==> src/rtl/debug_unit_ctrl_if.sv <==
// Host byte-stream link between the UART wrapper and debug_unit_ctrl.
// The master side is the link (drives RX bytes, TX ready).
// The slave side is the debug controller.
interface debug_unit_ctrl_if;
  logic [7:0] i_rx_data;
  logic       i_rx_valid;
  logic [7:0] o_tx_data;
  logic       o_tx_valid;
  logic       i_tx_ready;

  modport master (output i_rx_data, i_rx_valid, i_tx_ready,
                  input  o_tx_data, o_tx_valid);
  modport slave  (input  i_rx_data, i_rx_valid, i_tx_ready,
                  output o_tx_data, o_tx_valid);
endinterface

==> src/rtl/debug_unit_ctrl.sv <==
// debug_unit_ctrl: host-facing debug controller for the MIPS pipeline.
// It loads instruction memory from the byte stream and runs the program
// continuously or stepwise. After a halt or step it dumps, in order:
// PC, cycle count, register bank, data memory.
// Optional macro: STEP_MODE_EN adds the 'S' command and the STEP state.
module debug_unit_ctrl #(
  parameter int NB_PC           = 32,
  parameter int NB_DATA         = 32,
  parameter int NB_REG          = 5,
  parameter int N_REGS          = 32,
  parameter int NB_ADDR         = 32,
  parameter int MAX_INSTR_BYTES = 256,
  parameter int NB_MEM_ADDR     = 7,
  parameter int N_MEM_BYTES     = 128,
  parameter int NB_CYCLES       = 32
) (
  input  logic                   i_clock,
  input  logic                   i_reset,
  debug_unit_ctrl_if.slave       host,
  output logic                   o_pc_enable,
  output logic                   o_pc_reset,
  output logic                   o_pipeline_reset,
  output logic                   o_instru_mem_write_enable,
  output logic [NB_ADDR-1:0]     o_instru_mem_addr,
  output logic [7:0]             o_instru_mem_data,
  output logic                   o_bank_register_read_enable,
  output logic [NB_REG-1:0]      o_bank_register_addr,
  input  logic [NB_DATA-1:0]     i_bank_register_data,
  output logic                   o_mem_data_read_enable,
  output logic [NB_MEM_ADDR-1:0] o_mem_data_read_addr,
  input  logic [7:0]             i_mem_data_data,
  input  logic                   i_halt,
  input  logic [NB_PC-1:0]       i_last_pc,
  output logic [3:0]             o_state
);
  // Shift register wide enough for the widest dumped word.
  localparam int NB_SH0 = (NB_PC > NB_CYCLES) ? NB_PC : NB_CYCLES;
  localparam int NB_SH  = (NB_SH0 > NB_DATA) ? NB_SH0 : NB_DATA;

  typedef enum logic [3:0] {
    ST_IDLE = 4'd0, ST_LEN_HI = 4'd1, ST_LEN_LO = 4'd2, ST_LOAD = 4'd3,
    ST_ACK = 4'd4, ST_PRE_RUN = 4'd5, ST_RUN = 4'd6, ST_STEP = 4'd7,
    ST_DUMP_PC = 4'd8, ST_DUMP_CYC = 4'd9, ST_DUMP_REG = 4'd10,
    ST_DUMP_MEM = 4'd11
  } state_t;

  state_t                 r_state;
  logic [15:0]            r_len, r_cnt, r_idx;
  logic [7:0]             r_left;   // bytes of the current word still to present
  logic [1:0]             r_phase;  // 0 strobe, 1 capture, 2 shift out
  logic [NB_SH-1:0]       r_shift;
  logic [NB_CYCLES-1:0]   r_cycles;
  logic                   r_tx_valid;
  logic [7:0]             r_tx_data;
  logic                   r_pc_enable, r_pc_reset, r_pipe_reset;
  logic                   r_im_we;
  logic [NB_ADDR-1:0]     r_im_addr;
  logic [7:0]             r_im_data;
  logic                   r_reg_re;
  logic [NB_REG-1:0]      r_reg_addr;
  logic                   r_mem_re;
  logic [NB_MEM_ADDR-1:0] r_mem_addr;
`ifdef STEP_MODE_EN
  logic                   r_fresh;     // no run since the last load or reset
  logic                   r_go_step;   // PRE_RUN continues into STEP
  logic                   r_step_done; // the single enable pulse was issued
`endif

  logic [15:0]      w_len;
  logic             w_slot;
  logic [NB_SH-1:0] w_pc_al, w_cyc_al, w_reg_al;

  assign w_len    = {r_len[15:8], host.i_rx_data};
  // TX slot free: nothing pending, or the pending byte transfers this edge.
  assign w_slot   = !r_tx_valid || host.i_tx_ready;
  assign w_pc_al  = NB_SH'(i_last_pc) << (NB_SH - NB_PC);
  assign w_cyc_al = NB_SH'(r_cycles) << (NB_SH - NB_CYCLES);
  assign w_reg_al = NB_SH'(i_bank_register_data) << (NB_SH - NB_DATA);

  // Control FSM; every output is a register updated here.
  always_ff @(posedge i_clock) begin
    if (i_reset) begin
      r_state      <= ST_IDLE;
      r_len        <= '0;
      r_cnt        <= '0;
      r_idx        <= '0;
      r_left       <= '0;
      r_phase      <= '0;
      r_shift      <= '0;
      r_cycles     <= '0;
      r_tx_valid   <= 1'b0;
      r_tx_data    <= '0;
      r_pc_enable  <= 1'b0;
      r_pc_reset   <= 1'b1;
      r_pipe_reset <= 1'b1;
      r_im_we      <= 1'b0;
      r_im_addr    <= '0;
      r_im_data    <= '0;
      r_reg_re     <= 1'b0;
      r_reg_addr   <= '0;
      r_mem_re     <= 1'b0;
      r_mem_addr   <= '0;
`ifdef STEP_MODE_EN
      r_fresh      <= 1'b1;
      r_go_step    <= 1'b0;
      r_step_done  <= 1'b0;
`endif
    end else begin
      r_im_we <= 1'b0;
      // Saturating count of cycles in which the pipeline advanced.
      if (r_pc_enable && !(&r_cycles)) r_cycles <= r_cycles + 1'b1;

      case (r_state)
        ST_IDLE: if (host.i_rx_valid) begin
          case (host.i_rx_data)
            8'h4C: begin
              r_state      <= ST_LEN_HI;
              r_pc_reset   <= 1'b1;
              r_pipe_reset <= 1'b1;
`ifdef STEP_MODE_EN
              r_fresh      <= 1'b1;
`endif
            end
            8'h43: begin
              r_state      <= ST_PRE_RUN;
              r_pc_reset   <= 1'b1;
              r_pipe_reset <= 1'b1;
`ifdef STEP_MODE_EN
              r_go_step    <= 1'b0;
`endif
            end
`ifdef STEP_MODE_EN
            8'h53: begin
              if (r_fresh) begin
                r_state      <= ST_PRE_RUN;
                r_pc_reset   <= 1'b1;
                r_pipe_reset <= 1'b1;
                r_go_step    <= 1'b1;
              end else begin
                r_state     <= ST_STEP;
                r_step_done <= 1'b0;
              end
            end
`endif
            8'h44: begin
              r_state    <= ST_DUMP_PC;
              r_tx_data  <= i_last_pc[NB_PC-1 -: 8];
              r_shift    <= w_pc_al << 8;
              r_left     <= 8'(NB_PC/8 - 1);
              r_tx_valid <= 1'b1;
            end
            default: ;
          endcase
        end

        ST_LEN_HI: if (host.i_rx_valid) begin
          r_len[15:8] <= host.i_rx_data;
          r_state     <= ST_LEN_LO;
        end

        ST_LEN_LO: if (host.i_rx_valid) begin
          r_len <= w_len;
          r_cnt <= '0;
          if (w_len == 16'd0) begin
            r_state    <= ST_ACK;
            r_tx_data  <= 8'h4C;
            r_tx_valid <= 1'b1;
          end else begin
            r_state <= ST_LOAD;
          end
        end

        // Bytes beyond the memory capacity are consumed without a write.
        ST_LOAD: if (host.i_rx_valid) begin
          if (32'(r_cnt) < 32'(MAX_INSTR_BYTES)) begin
            r_im_we   <= 1'b1;
            r_im_addr <= NB_ADDR'(r_cnt);
            r_im_data <= host.i_rx_data;
          end
          r_cnt <= r_cnt + 16'd1;
          if (r_cnt == r_len - 16'd1) begin
            r_state    <= ST_ACK;
            r_tx_data  <= 8'h4C;
            r_tx_valid <= 1'b1;
          end
        end

        ST_ACK: if (host.i_tx_ready) begin
          r_tx_valid <= 1'b0;
          r_state    <= ST_IDLE;
        end

        // One cycle with the pipeline held in reset; a halt here is ignored.
        ST_PRE_RUN: begin
          r_cycles     <= '0;
          r_pc_reset   <= 1'b0;
          r_pipe_reset <= 1'b0;
`ifdef STEP_MODE_EN
          r_fresh      <= 1'b0;
          if (r_go_step) begin
            r_state     <= ST_STEP;
            r_step_done <= 1'b0;
          end else begin
            r_state     <= ST_RUN;
            r_pc_enable <= 1'b1;
          end
`else
          r_state     <= ST_RUN;
          r_pc_enable <= 1'b1;
`endif
        end

        // RX bytes are dropped while running.
        ST_RUN: if (i_halt) begin
          r_pc_enable <= 1'b0;
          r_state     <= ST_DUMP_PC;
          r_tx_data   <= i_last_pc[NB_PC-1 -: 8];
          r_shift     <= w_pc_al << 8;
          r_left      <= 8'(NB_PC/8 - 1);
          r_tx_valid  <= 1'b1;
        end

`ifdef STEP_MODE_EN
        ST_STEP: begin
          if (!r_step_done) begin
            r_pc_enable <= !i_halt;
            r_step_done <= 1'b1;
          end else begin
            r_pc_enable <= 1'b0;
            r_state     <= ST_DUMP_PC;
            r_tx_data   <= i_last_pc[NB_PC-1 -: 8];
            r_shift     <= w_pc_al << 8;
            r_left      <= 8'(NB_PC/8 - 1);
            r_tx_valid  <= 1'b1;
          end
        end
`endif

        // PC then counter are streamed back to back with no gap.
        ST_DUMP_PC: if (w_slot) begin
          r_tx_valid <= 1'b1;
          if (r_left != 8'd0) begin
            r_tx_data <= r_shift[NB_SH-1 -: 8];
            r_shift   <= r_shift << 8;
            r_left    <= r_left - 8'd1;
          end else begin
            r_state   <= ST_DUMP_CYC;
            r_tx_data <= r_cycles[NB_CYCLES-1 -: 8];
            r_shift   <= w_cyc_al << 8;
            r_left    <= 8'(NB_CYCLES/8 - 1);
          end
        end

        ST_DUMP_CYC: if (w_slot) begin
          if (r_left != 8'd0) begin
            r_tx_data <= r_shift[NB_SH-1 -: 8];
            r_shift   <= r_shift << 8;
            r_left    <= r_left - 8'd1;
          end else begin
            r_tx_valid <= 1'b0;
            r_state    <= ST_DUMP_REG;
            r_phase    <= 2'd0;
            r_idx      <= '0;
            r_reg_re   <= 1'b1;
            r_reg_addr <= '0;
          end
        end

        // Strobe, capture (first byte presented at once), then shift out.
        ST_DUMP_REG: case (r_phase)
          2'd0: begin
            r_reg_re <= 1'b0;
            r_phase  <= 2'd1;
          end
          2'd1: begin
            r_tx_data  <= i_bank_register_data[NB_DATA-1 -: 8];
            r_shift    <= w_reg_al << 8;
            r_left     <= 8'(NB_DATA/8 - 1);
            r_tx_valid <= 1'b1;
            r_phase    <= 2'd2;
          end
          default: if (w_slot) begin
            if (r_left != 8'd0) begin
              r_tx_data <= r_shift[NB_SH-1 -: 8];
              r_shift   <= r_shift << 8;
              r_left    <= r_left - 8'd1;
            end else begin
              r_tx_valid <= 1'b0;
              r_phase    <= 2'd0;
              if (r_idx == 16'(N_REGS - 1)) begin
                r_state    <= ST_DUMP_MEM;
                r_idx      <= '0;
                r_mem_re   <= 1'b1;
                r_mem_addr <= '0;
              end else begin
                r_idx      <= r_idx + 16'd1;
                r_reg_re   <= 1'b1;
                r_reg_addr <= NB_REG'(r_idx + 16'd1);
              end
            end
          end
        endcase

        // Resets are left untouched on exit so the pipeline state survives.
        ST_DUMP_MEM: case (r_phase)
          2'd0: begin
            r_mem_re <= 1'b0;
            r_phase  <= 2'd1;
          end
          2'd1: begin
            r_tx_data  <= i_mem_data_data;
            r_tx_valid <= 1'b1;
            r_phase    <= 2'd2;
          end
          default: if (w_slot) begin
            r_tx_valid <= 1'b0;
            r_phase    <= 2'd0;
            if (r_idx == 16'(N_MEM_BYTES - 1)) begin
              r_state <= ST_IDLE;
            end else begin
              r_idx      <= r_idx + 16'd1;
              r_mem_re   <= 1'b1;
              r_mem_addr <= NB_MEM_ADDR'(r_idx + 16'd1);
            end
          end
        endcase

        default: r_state <= ST_IDLE;
      endcase
    end
  end

  assign host.o_tx_data              = r_tx_data;
  assign host.o_tx_valid             = r_tx_valid;
  assign o_pc_enable                 = r_pc_enable;
  assign o_pc_reset                  = r_pc_reset;
  assign o_pipeline_reset            = r_pipe_reset;
  assign o_instru_mem_write_enable   = r_im_we;
  assign o_instru_mem_addr           = r_im_addr;
  assign o_instru_mem_data           = r_im_data;
  assign o_bank_register_read_enable = r_reg_re;
  assign o_bank_register_addr        = r_reg_addr;
  assign o_mem_data_read_enable      = r_mem_re;
  assign o_mem_data_read_addr        = r_mem_addr;
  assign o_state                     = r_state;
endmodule

==> src/flat_wrapper.sv <==
// flat-port wrapper written by rule: the top's interface ports become plain ports
module debug_unit_ctrl_flat 
#(
  parameter int NB_PC           = 32,
  parameter int NB_DATA         = 32,
  parameter int NB_REG          = 5,
  parameter int N_REGS          = 32,
  parameter int NB_ADDR         = 32,
  parameter int MAX_INSTR_BYTES = 256,
  parameter int NB_MEM_ADDR     = 7,
  parameter int N_MEM_BYTES     = 128,
  parameter int NB_CYCLES       = 32
)
  (i_clock, i_reset, o_pc_enable, o_pc_reset, o_pipeline_reset, o_instru_mem_write_enable, o_instru_mem_addr, o_instru_mem_data, o_bank_register_read_enable, o_bank_register_addr, i_bank_register_data, o_mem_data_read_enable, o_mem_data_read_addr, i_mem_data_data, i_halt, i_last_pc, o_state, host_i_rx_data, host_i_rx_valid, host_i_tx_ready, host_o_tx_data, host_o_tx_valid);
  debug_unit_ctrl_if host_i ();
  input  logic i_clock;
  input  logic i_reset;
  output logic o_pc_enable;
  output logic o_pc_reset;
  output logic o_pipeline_reset;
  output logic o_instru_mem_write_enable;
  output logic [NB_ADDR-1:0] o_instru_mem_addr;
  output logic [7:0] o_instru_mem_data;
  output logic o_bank_register_read_enable;
  output logic [NB_REG-1:0] o_bank_register_addr;
  input  logic [NB_DATA-1:0] i_bank_register_data;
  output logic o_mem_data_read_enable;
  output logic [NB_MEM_ADDR-1:0] o_mem_data_read_addr;
  input  logic [7:0] i_mem_data_data;
  input  logic i_halt;
  input  logic [NB_PC-1:0] i_last_pc;
  output logic [3:0] o_state;
  input wire logic [$bits(host_i.i_rx_data)-1:0] host_i_rx_data;
  input wire logic [$bits(host_i.i_rx_valid)-1:0] host_i_rx_valid;
  input wire logic [$bits(host_i.i_tx_ready)-1:0] host_i_tx_ready;
  output wire logic [$bits(host_i.o_tx_data)-1:0] host_o_tx_data;
  output wire logic [$bits(host_i.o_tx_valid)-1:0] host_o_tx_valid;
  assign host_i.i_rx_data = host_i_rx_data;
  assign host_i.i_rx_valid = host_i_rx_valid;
  assign host_i.i_tx_ready = host_i_tx_ready;
  assign host_o_tx_data = host_i.o_tx_data;
  assign host_o_tx_valid = host_i.o_tx_valid;
  debug_unit_ctrl #(.NB_PC(NB_PC), .NB_DATA(NB_DATA), .NB_REG(NB_REG), .N_REGS(N_REGS), .NB_ADDR(NB_ADDR), .MAX_INSTR_BYTES(MAX_INSTR_BYTES), .NB_MEM_ADDR(NB_MEM_ADDR), .N_MEM_BYTES(N_MEM_BYTES), .NB_CYCLES(NB_CYCLES)) u_core (.i_clock(i_clock), .i_reset(i_reset), .host(host_i), .o_pc_enable(o_pc_enable), .o_pc_reset(o_pc_reset), .o_pipeline_reset(o_pipeline_reset), .o_instru_mem_write_enable(o_instru_mem_write_enable), .o_instru_mem_addr(o_instru_mem_addr), .o_instru_mem_data(o_instru_mem_data), .o_bank_register_read_enable(o_bank_register_read_enable), .o_bank_register_addr(o_bank_register_addr), .i_bank_register_data(i_bank_register_data), .o_mem_data_read_enable(o_mem_data_read_enable), .o_mem_data_read_addr(o_mem_data_read_addr), .i_mem_data_data(i_mem_data_data), .i_halt(i_halt), .i_last_pc(i_last_pc), .o_state(o_state));
endmodule
==> config.mk <==
export PLATFORM = sky130hd
export DESIGN_NAME = debug_unit_ctrl_flat
export DESIGN_NICKNAME = d
export VERILOG_FILES = /design/src/rtl/debug_unit_ctrl_if.sv /design/src/rtl/debug_unit_ctrl.sv /design/src/flat_wrapper.sv
export SDC_FILE = /design/constraint.sdc
export NUM_CORES = 1
export LEC_CHECK = 0
export ABC_AREA = 1
export BUFFER_PORTS_ARGS = -buffer_cell sky130_fd_sc_hd__buf_2
export CAP_MARGIN = 30
export CORE_UTILIZATION = 45
export CTS_CLUSTER_DIAMETER = 60
export DETAILED_ROUTE_END_ITERATION = 7
export PLACE_DENSITY = 0.73
export SLEW_MARGIN = 20
export SYNTH_ARGS = -nofsm -noshare
export SYNTH_HDL_FRONTEND = slang
export SYNTH_SLANG_ARGS = --single-unit
==> constraint.sdc <==
create_clock -name i_clock -period 2.35 [get_ports i_clock]
set_input_delay 0.47 -clock i_clock [delete_from_list [all_inputs] [get_ports i_clock]]
set_output_delay 0.47 -clock i_clock [all_outputs]
set_load 0.02 [all_outputs]
==> results of run 1 <==
## cell usage after synthesis (all sizes together)
library cell	instances	share of area
nand4	49	0.030
nor3	38	0.019
o21a	1	0.00072
a21oi	130	0.063
a211oi	7	0.0051
a2bb2oi	1	0.00084
o211ai	31	0.022
o31ai	2	0.0014
clkinv	4	0.0014
xnor2	9	0.0076
inv	176	0.064
or2	15	0.0090
a21o	1	0.00072
buf	47	0.029
and2	2	0.0012
o22ai	10	0.0060
nor2	202	0.083
o21bai	3	0.0022
nand2	355	0.13
dfxtp	176	0.34
a31oi	5	0.0030
nand3	103	0.052
o21ai	103	0.051
a221oi	4	0.0034
clkbuf	32	0.012
o221ai	11	0.0093
conb	1	0.00036
nand3b	7	0.0051
nor4	10	0.0066
nor3b	3	0.0022
xor2	17	0.014
ha	7	0.0084
o2111ai	16	0.014
a22oi	1	0.00072
## cell type report
class	count	area, um2	share of cell area
Clock inverter	15	186	0.0153
Inverter	180	681	0.0559
Multi-Input combinational cell	1160	5890	0.484
Clock buffer	17	425	0.0350
Timing Repair Buffer	191	1100	0.0903
Tap cell	285	357	0.0293
Sequential cell	176	3530	0.290
## path summary, 6_finish.rpt
| kind | startpoint | end | slack [ps] | cells past startpoint |
|---|---|---|---|---|
| min | i_last_pc[10] | u_core.r_shift[18] | 340 | 3 |
| max | u_core.o_state[0] | u_core.r_left[3] | 140 | 9 |
| max reg2reg | u_core.o_state[0] | u_core.r_left[3] | 140 | 9 |
| min reg2reg | u_core.o_instru_mem_addr[12] | u_core.o_instru_mem_addr[12] | 450 | 2 |
## worst register-to-register path: cells and delay by family (launching register included)
kind / cells / cell delay [ps]
compound gates: 4 / 640
simple gates: 3 / 610
buf+inv: 2 / 530
flops: 1 / 360
## per-stage QoR
stage                     total power (uW)  setup TNS (ps)  instances  area [um2]
after floorplan                       7000               0       1594       10400
after global placement                8010               0       1985       11400
after detailed placement              8040               0       1985       11400
after CTS                            11100               0       2017       12000
after global routing                 11900           -27.1       2024       12200
final                                11200               0       2024       12200
## power groups by stage
| stage | Combinational (uW) | Sequential (uW) | Clock (uW) |
|---|---|---|---|
| after global placement | 4240 | 3770 | 0 |
| after global routing | 4960 | 3750 | 3190 |
| final | 4430 | 3720 | 3040 |
| after CTS | 4300 | 3700 | 3060 |
| after detailed placement | 4270 | 3770 | 0 |
| after floorplan | 3250 | 3760 | 0 |
## per-layer routing
layer,global-route usage,up-vias
li1,-,5550
met1,0.346,5160
met2,0.452,484
met3,0.0409,72
met4,0.110,0
met5,0,-
## registers in the layout (all words and copies together) (netlist names), 2 cells and up
name,cells
u_core.r_left,8
u_core.o_instru_mem_addr,16
u_core.r_phase,2
u_core.o_instru_mem_data,8
u_core.r_len,16
u_core.r_shift,32
u_core.r_cnt,16
u_core.o_state,4
u_core.r_cycles,32
u_core.o_bank_register_addr,5
u_core.r_idx,16
u_core.host.o_tx_data,8
u_core.o_mem_data_read_addr,7
## what timing repair did
action	in CTS	in global routing
resized for setup	0	19
setup endpoints to repair	0	51
buffers inserted	0	6
## kinds of logic after synthesis
logic type / count (synthesis)
xor+xnor: 26
compound gates: 326
buf+inv: 259
flops: 176
fa+ha+maj: 7
other cells: 1
simple gates: 784
==> qor.txt, run 1 <==
Distinct cells, synth: 50
Switching Share: 0.418
Synth Area in XOR/XNOR: 0.0220
Net Switching: 4670 uW
total CTS buffers: 17
clock root cell: clkbuf_16
Logic pwr share: 0.396
vias in the first global route: 10.5k
1st-iter DRT viols: 1,015
register area share after synthesis: 0.340
Clock Latency Late Sink: 450 ps
final setup vio count: 0
Slew HR: 0.596
VDD IR-drop max: 0.529 mV
crit-path max FO: 23
met3 wire len: 2000 um
htree depth: 4
total number of vias: 11.3k
DRT antenna net count: 0
Setup WS post-layout: 141 ps
CP endpoint kind: flip-flop
initial antenna violation count: 0
Reg power frac: 0.333
DIE HEIGHT: 154 um
routed wl met2: 14,800 um
crit-path max cell delay: 360 ps
post-synthesis register bit count: 176
first-pass GRT wire length: 52,100 um
Hold Crit Class: input port to flip-flop
grt ovf: 0
final hold violations: 0
CTS Hold Bufs: 0
GPL Wtd Cong: 0.935
Total Nets Final: 1,818
worst setup path class: flip-flop to flip-flop
fmax: 453 MHz
Sink Count: 176
DPL Wire Length: 23,400 um
Clock Pin Slew Worst Setup and Hold Paths: 80 ps
outcome: finished, final reports clean
Buffers on Ports: 139
Synth Area in Simple Gates: 0.340
Post-Synth Adder-Cell Area: 0.00844
Max Cap Viol: 0
largest net degree at the start of global routing: 51
Max Used Layer: met4
Syn Std Cell Area: 0.0104 mm2
initial core utilization: 0.458
CP top delay family: compound AO/OA/AOI/OAI gates
DRT Wirelength: 31,500 um
Syn Area/Cell: 6.57 um2
post-synthesis mux area share: 0
worst path required time: 2720 ps
Die ar.: 0.0237 mm2
Slew @ Worst Pin: 604 ps
CTS tree: yes
Leak: 0.00500 uW
core area: 0.0226 mm2
P&R area growth vs syn: 17.3%
Yosys Warn Count: 0
vias per inst: 5.57
ant diodes: 0
post-synthesis compound-gate area fraction: 0.184
Post-route DRC: 0
TritonRoute pass-1 iters: 6
Post-Syn Instances: 1,579
Cell Rows: 55
slowest cell on the critical path: dfxtp_2
Worst Path Arrival: 2580 ps
GRT Total Usage: 0.270
min cycle time layout: 2210 ps
commonest cells after routing, fill and taps aside: nand2_1, nor2_1, dfxtp_1
largest family of logic cells by synthesized area: simple AND/OR/NAND/NOR gates
final hold slack: 339 ps
part of the cycle the worst path needs: 0.940
crit start category: flip-flop
Clock Path Buffers: 2
Ports: 156
Clk pwr share: 0.271
Post-Route Utilization: 0.537
pre-CTS setup slack: 108 ps
WL met1: 13,700 um
Routed WL per cell: 15.6 um
die width: 154 um
internal power: 6510 uW
sum of buffers and inverters on the critical path: 2
worst-path cell chain: inv_2 -> nand2_1 -> nor2_4 -> a21oi_2 -> inv_2 -> nand2_1 -> a31oi_1 -> o21ai_0 -> a21oi_1
most common cell after layout, fill and taps aside: nand2_1
Clock Skew: 9.93 ps
Filler cells: 2,240
Slew Limit Fails: 0
PD cells: 920 mW/mm2
layout cell share with drive strength beyond 1: 0.185
No activity file was read; power rests on OpenSTA's default activity.
==> run 2: changes to the inputs <==
Settings changed: SETUP_SLACK_MARGIN set to 0.3.
==> qor.txt, run 2 (synthesized netlist as in run 1, its figures left out) <==
outcome: finished, final reports clean
total number of vias: 11.5k
clock root cell: clkbuf_16
vias in the first global route: 10.5k
leading registers by flop count: u_core.r_cycles x32, u_core.r_shift x32
Ports: 156
largest net degree at the start of global routing: 66
Slew HR: 0.473
pre-CTS setup slack: 75.8 ps
1st-iter DRT viols: 1,071
Worst Path Arrival: 2440 ps
VDD IR-drop max: 0.555 mV
crit start category: flip-flop
Max Cap Viol: 0
Post-Route Utilization: 0.572
crit-path max cell delay: 380 ps
Clock Pin Slew Worst Setup and Hold Paths: 70 ps
Setup WS post-layout: 250 ps
GPL Wtd Cong: 0.919
core area: 0.0226 mm2
worst-path cell chain: nor2_1 -> nand2_4 -> nor2_4 -> clkinvlp_4 -> buf_4 -> buf_4 -> nand2_1 -> a21oi_1 -> a211oi_1 -> a2bb2oi_1 -> nor2_1 -> nor2_2
grt ovf: 0
min cycle time layout: 2100 ps
CTS Hold Bufs: 0
final std cells w/o fill: 2,069
Sink Count: 176
DRT antenna net count: 0
Routed WL per cell: 16.2 um
Buffers on Ports: 139
Total Nets Final: 1,864
PD cells: 926 mW/mm2
setup tns final: 0 ps
slowest cell on the critical path: dfxtp_1
ant diodes: 0
Slew @ Worst Pin: 791 ps
met2 GRT Util: 0.457
worst path required time: 2690 ps
vias per inst: 5.57
final setup vio count: 0
CTS tree: yes
hold depth: 3
htree depth: 4
Cell Rows: 55
Leak: 0.00530 uW
CP endpoint kind: flip-flop
final hold violations: 0
setup slack, reg-to-reg: 250 ps
total CTS buffers: 17
crit-path max FO: 15
Clock Path Buffers: 2
first-pass GRT wire length: 52,300 um
worst r2r path cells: 12
DIE HEIGHT: 154 um
Worst R2R End: u_core.host.o_tx_data[0]
CP top delay family: simple AND/OR/NAND/NOR gates
Clock Latency Late Sink: 440 ps
Hold Crit Start: i_last_pc[10]
global route hottest layer: met2
DRT Wirelength: 33,600 um
fmax: 476 MHz
Die ar.: 0.0237 mm2
P&R area growth vs syn: 24.9%
layout cell share with drive strength beyond 1: 0.250
GRT Total Usage: 0.273
final hold slack: 344 ps
Post-route DRC: 0
TritonRoute pass-1 iters: 6
M3 GR Usage: 0.0369
Worst R2R Start: u_core.r_left[2]
GR Layer Usage met1: 0.351
most common cell after layout, fill and taps aside: nand2_1
initial antenna violation count: 0
die width: 154 um
Slew Limit Fails: 0
commonest cells after routing, fill and taps aside: nand2_1, nor2_1, dfxtp_1
part of the cycle the worst path needs: 0.893
Clock Skew: 10.5 ps
sum of buffers and inverters on the critical path: 3
RSZ-0062 raised after global routing: yes
hold endpoint: u_core.r_shift[18]
Hold Crit Class: input port to flip-flop
DPL Wire Length: 23,700 um
initial core utilization: 0.458
worst setup path class: flip-flop to flip-flop
Post-Place Cells: 1,989
## run 2: cell types whose count changed in the layout (fill, tap and decap cells not counted), sizes merged
cell and delta:
clkbuf +3, clkinv +6, buf +41, o21ai +1
inv -11, clkinvlp +4, nand3 +1
## run 2: area by class of cell
class	instances	area [um2]
sequential	176	3560
timing repair buffer	233	1490
clock buffer	19	453
timing repair inverter	2	10.0
clock inverter	12	135
multi-input combinational	1162	6230
tap	285	357
fill	2119	9680
inverter	180	721
## run 2: where the power goes
| group | switching (uW) | total [uW] | internal (uW) |
|---|---|---|---|
| clock network | 1280 | 2910 | 1620 |
| logic | 3310 | 5330 | 2030 |
| registers | 372 | 3750 | 3380 |
| total | 4960 | 12000 | 7030 |
## run 2: worst max path at each step
stage,end,depth (start not counted),slack (ps),from
after detailed placement,u_core.host.o_tx_data[0],12,80,u_core.o_state[2]
after CTS,u_core.r_shift[22],7,210,u_core.o_state[0]
after floorplan,u_core.r_left[0],12,330,u_core.r_left[0]
after global placement,u_core.r_idx[14],11,140,u_core.o_state[0]
final,u_core.host.o_tx_data[0],12,250,u_core.r_left[2]
after global routing,u_core.host.o_tx_data[4],15,130,u_core.r_left[0]
## run 2: what timing repair did
item                       4_1_cts  5_1_grt
setup endpoints to repair       95      132
gates cloned                     3        4
setup buffers                   13       29
resized for setup               35      132
pin swaps                        7       32
## run 2: tightest hold or removal path, delay by kind of cell
family	cells	cell delay [ps]
AOI/OAI and AO/OA	2	210
buffers and inverters	1	70
## run 2: layer usage
layer,share of wire,vias up,wire length [um]
li1,-,5640,-
met4,0.037,0,1260
met1,0.43,5312,14600
met2,0.47,499,15800
met5,0,-,0
met3,0.061,81,2050
## run 2: through the flow
step | power (uW) | instance area [um2]
floorplan | 7010 | 10400
global placement | 8020 | 11400
detailed placement | 8080 | 11400
CTS | 11200 | 12300
global route | 12700 | 13000
finish | 12000 | 13000
==> run 3: changes to the inputs <==
Settings changed: ABC_AREA 1 to 0, PLACE_DENSITY 0.73 to 0.74.
==> qor.txt, run 3 <==
hold depth: 2
Post-synth ARST share: 0
Switching Share: 0.331
VDD IR-drop max: 0.589 mV
Clock Pin Slew Worst Setup and Hold Paths: 70 ps
Slew HR: 0.364
most common cell in the netlist: dfxtp_1
initial antenna violation count: 0
Post-route DRC: 4
Commonest cells post-synth: dfxtp_1, nor2_1, nand2_1, a21oi_1, clkbuf_1
worst-path cell chain: nor4_4 -> nand3_2 -> buf_4 -> buf_4 -> nor3_2 -> nor2_1 -> nor2_1 -> or4b_4 -> or4_4 -> a21oi_2
Crit path depth: 10
PD cells: 695 mW/mm2
Syn Std Cell Area: 0.00945 mm2
Total Nets Final: 1,525
min cycle time layout: 2630 ps
Sink Count: 176
Filler cells: 1,627
core area: 0.0204 mm2
failing checks: DRC, setup timing
vias in the first global route: 9,381
htree depth: 4
P&R area growth vs syn: 36.8%
Reg power frac: 0.365
Yosys Warn Count: 0
final setup vio count: 30
Hold Crit Class: input port to flip-flop
final hold violations: 0
Ports: 156
most common cell after layout, fill and taps aside: buf_4
worst path required time: 2710 ps
Leak: 0.00543 uW
GPL Wtd Cong: 0.917
DPL Wire Length: 20,800 um
vias per inst: 5.77
CP endpoint kind: flip-flop
Slew Limit Fails: 0
part of the cycle the worst path needs: 1.12
worst r2r path cells: 10
outcome: finished with violations
DIE HEIGHT: 147 um
crit-path max FO: 2
Buffers on Ports: 139
Routed WL per cell: 17.4 um
Clock Skew: 13.3 ps
CTS tree: yes
Cell Rows: 52
clock root cell: clkbuf_16
die width: 147 um
Area contributors post-synth: dfxtp_1, nor2_1, mux2i_1
Clk pwr share: 0.309
Post-Route Utilization: 0.633
sum of buffers and inverters on the critical path: 2
internal power: 6010 uW
crit-path max cell delay: 500 ps
Post-synth top flop: dfxtp_1
Syn Area/Cell: 8.08 um2
Worst Path Arrival: 3000 ps
slowest cell on the critical path: or4b_4
fmax: 380 MHz
1st-iter DRT viols: 792
placed cell area: 0.0115 mm2
RSZ-0062 raised after global routing: yes
Clock Path Buffers: 2
CP top delay family: simple AND/OR/NAND/NOR gates
Net Switching: 2970 uW
Post-synth EDFFs: 0
grt ovf: 0
Setup WS post-layout: -285 ps
largest net degree at the start of global routing: 55
Clock Latency Late Sink: 440 ps
Slew @ Worst Pin: 954 ps
share of the synthesized area in the top cell type: 0.373
DRT antenna net count: 0
CTS Hold Bufs: 0
commonest cells after routing, fill and taps aside: buf_4, nor2_1, dfxtp_1
leading registers by flop count: u_core.r_cycles x32, u_core.r_shift x32
post-synthesis register bit count: 176
Max Cap Viol: 0
GRT Total Usage: 0.271
largest area contributor in the netlist: dfxtp_1
total number of vias: 9,906
Die ar.: 0.0216 mm2
worst setup path class: flip-flop to flip-flop
total CTS buffers: 17
initial core utilization: 0.463
Logic pwr share: 0.326
first-pass GRT wire length: 46,900 um
fin area: 0.0129 mm2
layout cell share with drive strength beyond 1: 0.349
register area share after synthesis: 0.373
Distinct cells, synth: 79
TritonRoute pass-1 iters: 8
Post-Syn Instances: 1,170
crit start category: flip-flop
DRT Wirelength: 29,900 um
## run 3: cell types whose count changed in the layout (fill, tap and decap cells not counted), sizes merged, moves of 24 or more
cell and change:
mux2i +52, o211ai -27, inv -159, and3 +24, nand3 -63, nor2 -40, a21oi -47, buf +90
nand2 -251, o21ai -40, nand4 -32, a221o +25
## run 3: what timing repair did
item,CTS,global route
gates cloned,2,0
buffers inserted,18,7
resized for setup,82,62
endpoints found under the setup margin,128,133
pin swaps,33,43
## run 3: worst reg2reg max path, stage by stage (launching register included)
cell     delay, ps
dfxtp_2        340
nor4_4         270
nand3_2        110
buf_4          150
buf_4          130
nor3_2         220
nor2_1          80
nor2_1         150
or4b_4         500
or4_4          490
a21oi_2        140
## run 3: path summary, 6_finish.rpt
| kind | startpoint | to | slack [ps] |
|---|---|---|---|
| setup / recovery | u_core.r_idx[11] | u_core.o_state[2] | -280 |
| setup reg to reg | u_core.r_idx[11] | u_core.o_state[2] | -280 |
| hold / removal | i_reset | u_core.o_instru_mem_write_enable | 340 |
| hold reg to reg | u_core.o_instru_mem_addr[13] | u_core.o_instru_mem_addr[13] | 460 |
## run 3: kinds of logic after synthesis
family / synth area share
compound gates: 0.204
xor+xnor: 0.0564
mux: 0.0599
simple gates: 0.245
other cells: 0.000397
buf+inv: 0.0510
flops: 0.373
fa+ha+maj: 0.0103
## run 3: layout make-up
type | instances | area, um2 | share of cell area
Timing Repair Buffer | 322 | 2260 | 0.175
Clock inverter | 13 | 128 | 0.00987
Sequential cell | 176 | 3570 | 0.276
Clock buffer | 19 | 443 | 0.0343
Tap cell | 270 | 338 | 0.0261
Antenna cell | 1 | 2.50 | 0.000194
Inverter | 14 | 52.6 | 0.00407
Multi-Input combinational cell | 902 | 6130 | 0.474
## run 3: routing by layer
metal | vias up | routed length, um | track usage
met4 | 0 | 1070 | 0.118
met3 | 84 | 1900 | 0.0425
li1 | 4707 | - | -
met1 | 4677 | 12600 | 0.343
met2 | 438 | 14300 | 0.455
met5 | - | 0 | 0
## run 3: power groups by stage
| stage | Combinational [uW] | Clock [uW] | Sequential, uW |
|---|---|---|---|
| global placement | 2600 | 0 | 3340 |
| floorplan | 1640 | 0 | 3340 |
| detailed placement | 2640 | 0 | 3340 |
| global route | 3150 | 2920 | 3290 |
| finish | 2930 | 2770 | 3280 |
| CTS | 2810 | 2800 | 3270 |
## run 3: metrics by stage
stage | cells | hold WS (ps) | setup WS, ps | power (uW) | TNS, ps
final | 1717 | 339 | -285 | 8980 | -3160
after global routing | 1716 | 309 | -421 | 9360 | -8410
after CTS | 1709 | 309 | -236 | 8880 | -2350
after detailed placement | 1657 | 440 | -321 | 5980 | -6170
after global placement | 1657 | 437 | -240 | 5930 | -4100
after floorplan | 1185 | 449 | -286 | 4980 | -2430
